--- src/rtl/rv32m_iter_divider.sv ---
// Radix-2 restoring divider for RV32M DIV/DIVU/REM/REMU.
// One quotient bit per cycle; divide-by-zero and overflow short-circuit.
module rv32m_iter_divider #(
  parameter int XLEN  = 32,
  parameter int CNT_W = 6
) (
  input  logic            clk,
  input  logic            rst,
  input  logic            start,
  input  logic [1:0]      op,
  input  logic [XLEN-1:0] a,
  input  logic [XLEN-1:0] b,
  input  logic            cancel,
  output logic            busy,
  output logic            ready,
  output logic [XLEN-1:0] result
);

  typedef enum logic [2:0] {
    IDLE, SPECIAL, RUN, FIX, DONE
  } state_t;

  localparam logic [XLEN-1:0] MIN = {1'b1, {(XLEN-1){1'b0}}};
  localparam logic [XLEN-1:0] ONES = '1;
  localparam logic [CNT_W-1:0] LAST = CNT_W'(XLEN-1);

  state_t           state;
  logic [1:0]       op_r;
  logic [XLEN-1:0]  a_r;
  logic [XLEN-1:0]  b_r;
  logic [XLEN-1:0]  dvs;
  logic [XLEN-1:0]  rem;
  logic [XLEN-1:0]  quo;
  logic [CNT_W-1:0] count;

  logic            sgn_in;
  logic [XLEN-1:0] a_mag;
  logic [XLEN-1:0] b_mag;
  logic            special_in;
  logic [XLEN:0]   shifted;
  logic [XLEN+1:0] diff;
  logic            trial_neg;
  logic            sgn_r;
  logic [XLEN-1:0] q_fix;
  logic [XLEN-1:0] r_fix;
  logic [XLEN-1:0] spec_res;

  always_comb begin
    sgn_in = ~op[0];
    a_mag = (sgn_in & a[XLEN-1]) ? -a : a;
    b_mag = (sgn_in & b[XLEN-1]) ? -b : b;
    special_in = (b == '0) ||
                 (sgn_in && a == MIN && b == ONES);
  end

  // Partial remainder can reach 2*|b|-1, so the trial needs a spare bit.
  always_comb begin
    shifted   = {rem, quo[XLEN-1]};
    diff      = {1'b0, shifted} - {2'b00, dvs};
    trial_neg = diff[XLEN+1];
  end

  always_comb begin
    sgn_r = ~op_r[0];
    q_fix = (sgn_r & (a_r[XLEN-1] ^ b_r[XLEN-1])) ? -quo : quo;
    r_fix = (sgn_r & a_r[XLEN-1]) ? -rem : rem;
    if (b_r == '0)
      spec_res = op_r[1] ? a_r : ONES;
    else
      spec_res = op_r[1] ? '0 : MIN;
  end

  always_ff @(posedge clk) begin
    if (rst) begin
      state  <= IDLE;
      busy   <= 1'b0;
      ready  <= 1'b0;
      result <= '0;
      op_r   <= '0;
      a_r    <= '0;
      b_r    <= '0;
      dvs    <= '0;
      rem    <= '0;
      quo    <= '0;
      count  <= '0;
    end else if (cancel) begin
      state <= IDLE;
      busy  <= 1'b0;
      ready <= 1'b0;
    end else begin
      unique case (state)
        IDLE: begin
          ready <= 1'b0;
          if (start) begin
            op_r  <= op;
            a_r   <= a;
            b_r   <= b;
            dvs   <= b_mag;
            rem   <= '0;
            quo   <= a_mag;
            count <= '0;
            busy  <= 1'b1;
            state <= special_in ? SPECIAL : RUN;
          end
        end
        SPECIAL: begin
          result <= spec_res;
          busy   <= 1'b0;
          ready  <= 1'b1;
          state  <= DONE;
        end
        RUN: begin
          rem   <= trial_neg ? shifted[XLEN-1:0] : diff[XLEN-1:0];
          quo   <= {quo[XLEN-2:0], ~trial_neg};
          count <= count + CNT_W'(1);
          if (count == LAST)
            state <= FIX;
        end
        FIX: begin
          result <= op_r[1] ? r_fix : q_fix;
          busy   <= 1'b0;
          ready  <= 1'b1;
          state  <= DONE;
        end
        DONE: begin
          ready <= 1'b0;
          state <= IDLE;
        end
        default: state <= IDLE;
      endcase
    end
  end

endmodule

--- config.mk ---
export PLATFORM = sky130hd
export DESIGN_NAME = rv32m_iter_divider
export DESIGN_NICKNAME = d
export VERILOG_FILES = /design/src/rtl/rv32m_iter_divider.sv
export SDC_FILE = /design/constraint.sdc
export NUM_CORES = 1
export LEC_CHECK = 0
export BUFFER_PORTS_ARGS = -buffer_cell sky130_fd_sc_hd__buf_2
export CAP_MARGIN = 10
export CORE_MARGIN = 3
export CORE_UTILIZATION = 40
export CTS_CLUSTER_DIAMETER = 100
export DETAILED_ROUTE_END_ITERATION = 6
export GPL_ROUTABILITY_DRIVEN = 1
export GPL_TIMING_DRIVEN = 0
export PLACE_DENSITY = 0.62
export SLEW_MARGIN = 20
export SYNTH_ARGS = -nofsm -noshare
export SYNTH_HDL_FRONTEND = slang
export SYNTH_SLANG_ARGS = --single-unit
--- constraint.sdc ---
create_clock -name clk -period 3.11 [get_ports clk]
set_input_delay 0.311 -clock clk [delete_from_list [all_inputs] [get_ports clk]]
set_output_delay 0.311 -clock clk [all_outputs]
set_load 0.005 [all_outputs]
==> impl_metrics.ini <==
[power]
p_leak_nw = 5.569
clkPwrFrac_pct = 40.4
comb_power_share_pct = 18.3
ir_drop_v = 0.0004258
seq_power_share_pct = 41.4
power_mw = 6.797
switchingPower_mw = 2.036
switching_share_pct = 29.95
p_per_area_nw_per_um2 = 461.6
p_int_mw = 4.762

[floorplan]
core_area_um2 = 31070
start_util_pct = 41.17
io_pins = 104
rows = 64
die_x_um = 184.8
dieArea_um2 = 34160
fp.dieH_um = 184.8

[setup_path]
critPathMaxFanout = 10
slowest_stage = o21ai_0
critPathLaunchType = flip-flop
slowest_delay_ns = 0.61
crit_chain = nor4_1 > nand4_1 > o21ai_0 > and2_1 > clkbuf_1 > o221ai_1 > o21ai_0
path_buf_inv = 1
reg2reg_from = b_r[0]
crit_path_end_kind = flip-flop
path_delay_family = compound AO/OA/AOI/OAI gates
crit_required_ns = 3.56
crit_start = b_r[0]
crit_path_frequent_cell = o21ai_0
crit_arrival_ns = 3.55
crit_type = flip-flop to flip-flop

[route]
drt-initial-drc-count = 1370
vias = 13400
route.detailed.drc = 0
drt-wirelength-per-cell_um = 19.87
drtPass1Iterations = 6
routed_wl_um = 44670
viasPerCell = 5.962
ant_nets = 0

[clock_tree]
clock-root-buffer = clkbuf_16
cts_buffer_depth = 3
cts.sinks = 204
cts_tree = yes
h-tree-depth = 1
cts.clk_slew.worst_paths_ns = 0.06
cts-buffers-inserted = 23
clock_latency_ns = 0.54

[placed_design]
placed_area_um2 = 13780
place_ws_ns = -0.6900
gp_congestion = 0.9484
post-dp-hpwl_um = 34320
portBuffers = 98

[sta]
worst_slack_ns = 0.005132
fmax_mhz = 322.1
whs_ns = 0.03239
min_period_over_period_pct = 99.83
final_hold_viol_count = 0
slew_headroom_pct = 30.04
period_needed_ns = 3.105
tightest_slew_ns = 1.041
drv_slew = 0
fin_worst_skew_ns = 0.02795
setup_viol = 0

[final_layout]
drive_above_1_share_pct = 10.53
area_delta_synth_final_pct = 15.12
design_area_um2 = 14730
regArea_um2 = 4089
fin_nets = 1945
diodes = 0
multi_input_area_um2 = 8189
fill_cells = 3158
mostFrequentLayoutCells = nand2_1, dfxtp_1, a21oi_1, nor2_1, clkbuf_1
final_common_cell = nand2_1

[grt]
grt_first_pass_wirelength_um = 69970
grt_max_degree = 13
grt_pass1_vias = 12510
grt_usage_pct = 25.63
grt-ovfl-total = 0
antenna_found_initial = 0

[yosys]
yosysSeqAreaShare_pct = 31.92
synthCells = 1705
avgSynthCellArea_um2 = 7.503
synth-edff-count = 0
postSynth.asyncResetShare_pct = 0
yosys_warnings = 0
syn_nets = 1814
synthesis.area_um2 = 12790
synth_cell_types = 69
synth_top_flop_cell = dfxtp_1
synth-seq-cells = 204

[min_path]
hp-class = input pin to flip-flop
hp-start = b[7]

[run_status]
status = completed

[job]
drv_cap = 0
[logic make-up (layout without fill, tap and decap cells)]
group,after synthesis,count (layout),synth area share [%]
compound gates,524,524,26.58
xor+xnor,141,141,9.654
fa+ha+maj,39,39,3.873
buf+inv,166,313,4.979
flops,204,204,31.92
simple gates,631,631,22.99
[worst min-delay path: cells and delay by family]
family	cells	cell delay (ns)
buf+inv	1	0.11
simple gates	1	0.05
compound gates	1	0.05
[path summary, 6_finish.rpt]
check                             endpoint  slack (ns)  cells after the start
worst max-delay path            result[27]       0.005                      7
worst min-delay path                b_r[7]        0.03                      3
worst max register to register  result[27]       0.005                      7
worst min register to register  result[17]        0.44                      2
[metrics by stage]
stage,TNS (ns),std cells,util (%)
after global placement,-16.82,2199,44.35
after global routing,-0.01041,2248,47.40
after detailed placement,-16.78,2199,44.36
after CTS,0,2243,47.00
final,0,2248,47.40
after floorplan,0,1705,-
[synthesized netlist by cell type (all sizes together) (13+ instances only)]
master / instances / area share, %
o41ai: 13 / 0.95
nor3: 27 / 1.1
and2: 19 / 0.93
inv: 57 / 1.7
nand2b: 13 / 0.64
xnor2: 62 / 4.2
clkbuf: 102 / 3.0
a31oi: 24 / 1.2
xor2: 79 / 5.4
o211ai: 44 / 2.6
dfxtp: 204 / 32
o21ai: 81 / 3.2
a211oi: 60 / 3.5
nor2: 153 / 4.5
nand3: 24 / 1.0
nand4: 35 / 1.7
a21o: 15 / 0.88
or3: 14 / 0.68
o31ai: 23 / 1.6
a21oi: 184 / 7.2
nor4: 26 / 1.5
or4: 14 / 0.97
ha: 38 / 3.7
nand2: 272 / 8.0
[registers in the layout, indices dropped and copies added, names as in the netlist]
signal  flops
a_r        32
b_r        32
quo        32
rem        32
result     32
dvs        31
count       6
state       3
op_r        2
busy        1
ready       1
[power groups by stage]
stage / Sequential, mW / Combinational (mW) / Clock, mW
after CTS: 2.81 / 1.18 / 2.78
final: 2.81 / 1.24 / 2.74
after global routing: 2.82 / 1.37 / 2.89
after detailed placement: 2.86 / 1.16 / 0
after floorplan: 2.83 / 0.802 / 0
after global placement: 2.86 / 1.15 / 0
[layer usage]
metal / part of all wire (%) / vias to the layer above / wire length (um) / track usage, %
met5: 0 / - / 0 / 0
met4: 2.7 / 0 / 1186 / 6.813
met3: 8.9 / 86 / 3956 / 4.085
met2: 43 / 602 / 19280 / 39.42
met1: 45 / 6311 / 20250 / 37.38
li1: - / 6403 / - / -
[cell type report]
| cell class | instances | share of cell area, % |
|---|---|---|
| Timing Repair Buffer | 107 | 3.789 |
| Tap cell | 396 | 3.364 |
| Inverter | 57 | 1.453 |
| Clock buffer | 35 | 4.622 |
| Multi-Input combinational cell | 1335 | 55.61 |
| Clock inverter | 6 | 0.4928 |
| Buffer | 108 | 2.906 |
| Sequential cell | 204 | 27.77 |
[repair_timing]
action | in CTS | in global routing
resized for setup | 9 | 28
buffers inserted | 3 | 6
pin swaps | 2 | 8
endpoints found under the setup margin | 34 | 76
hold buffers | 0 | 0
Power figures use the tool's default switching activity.
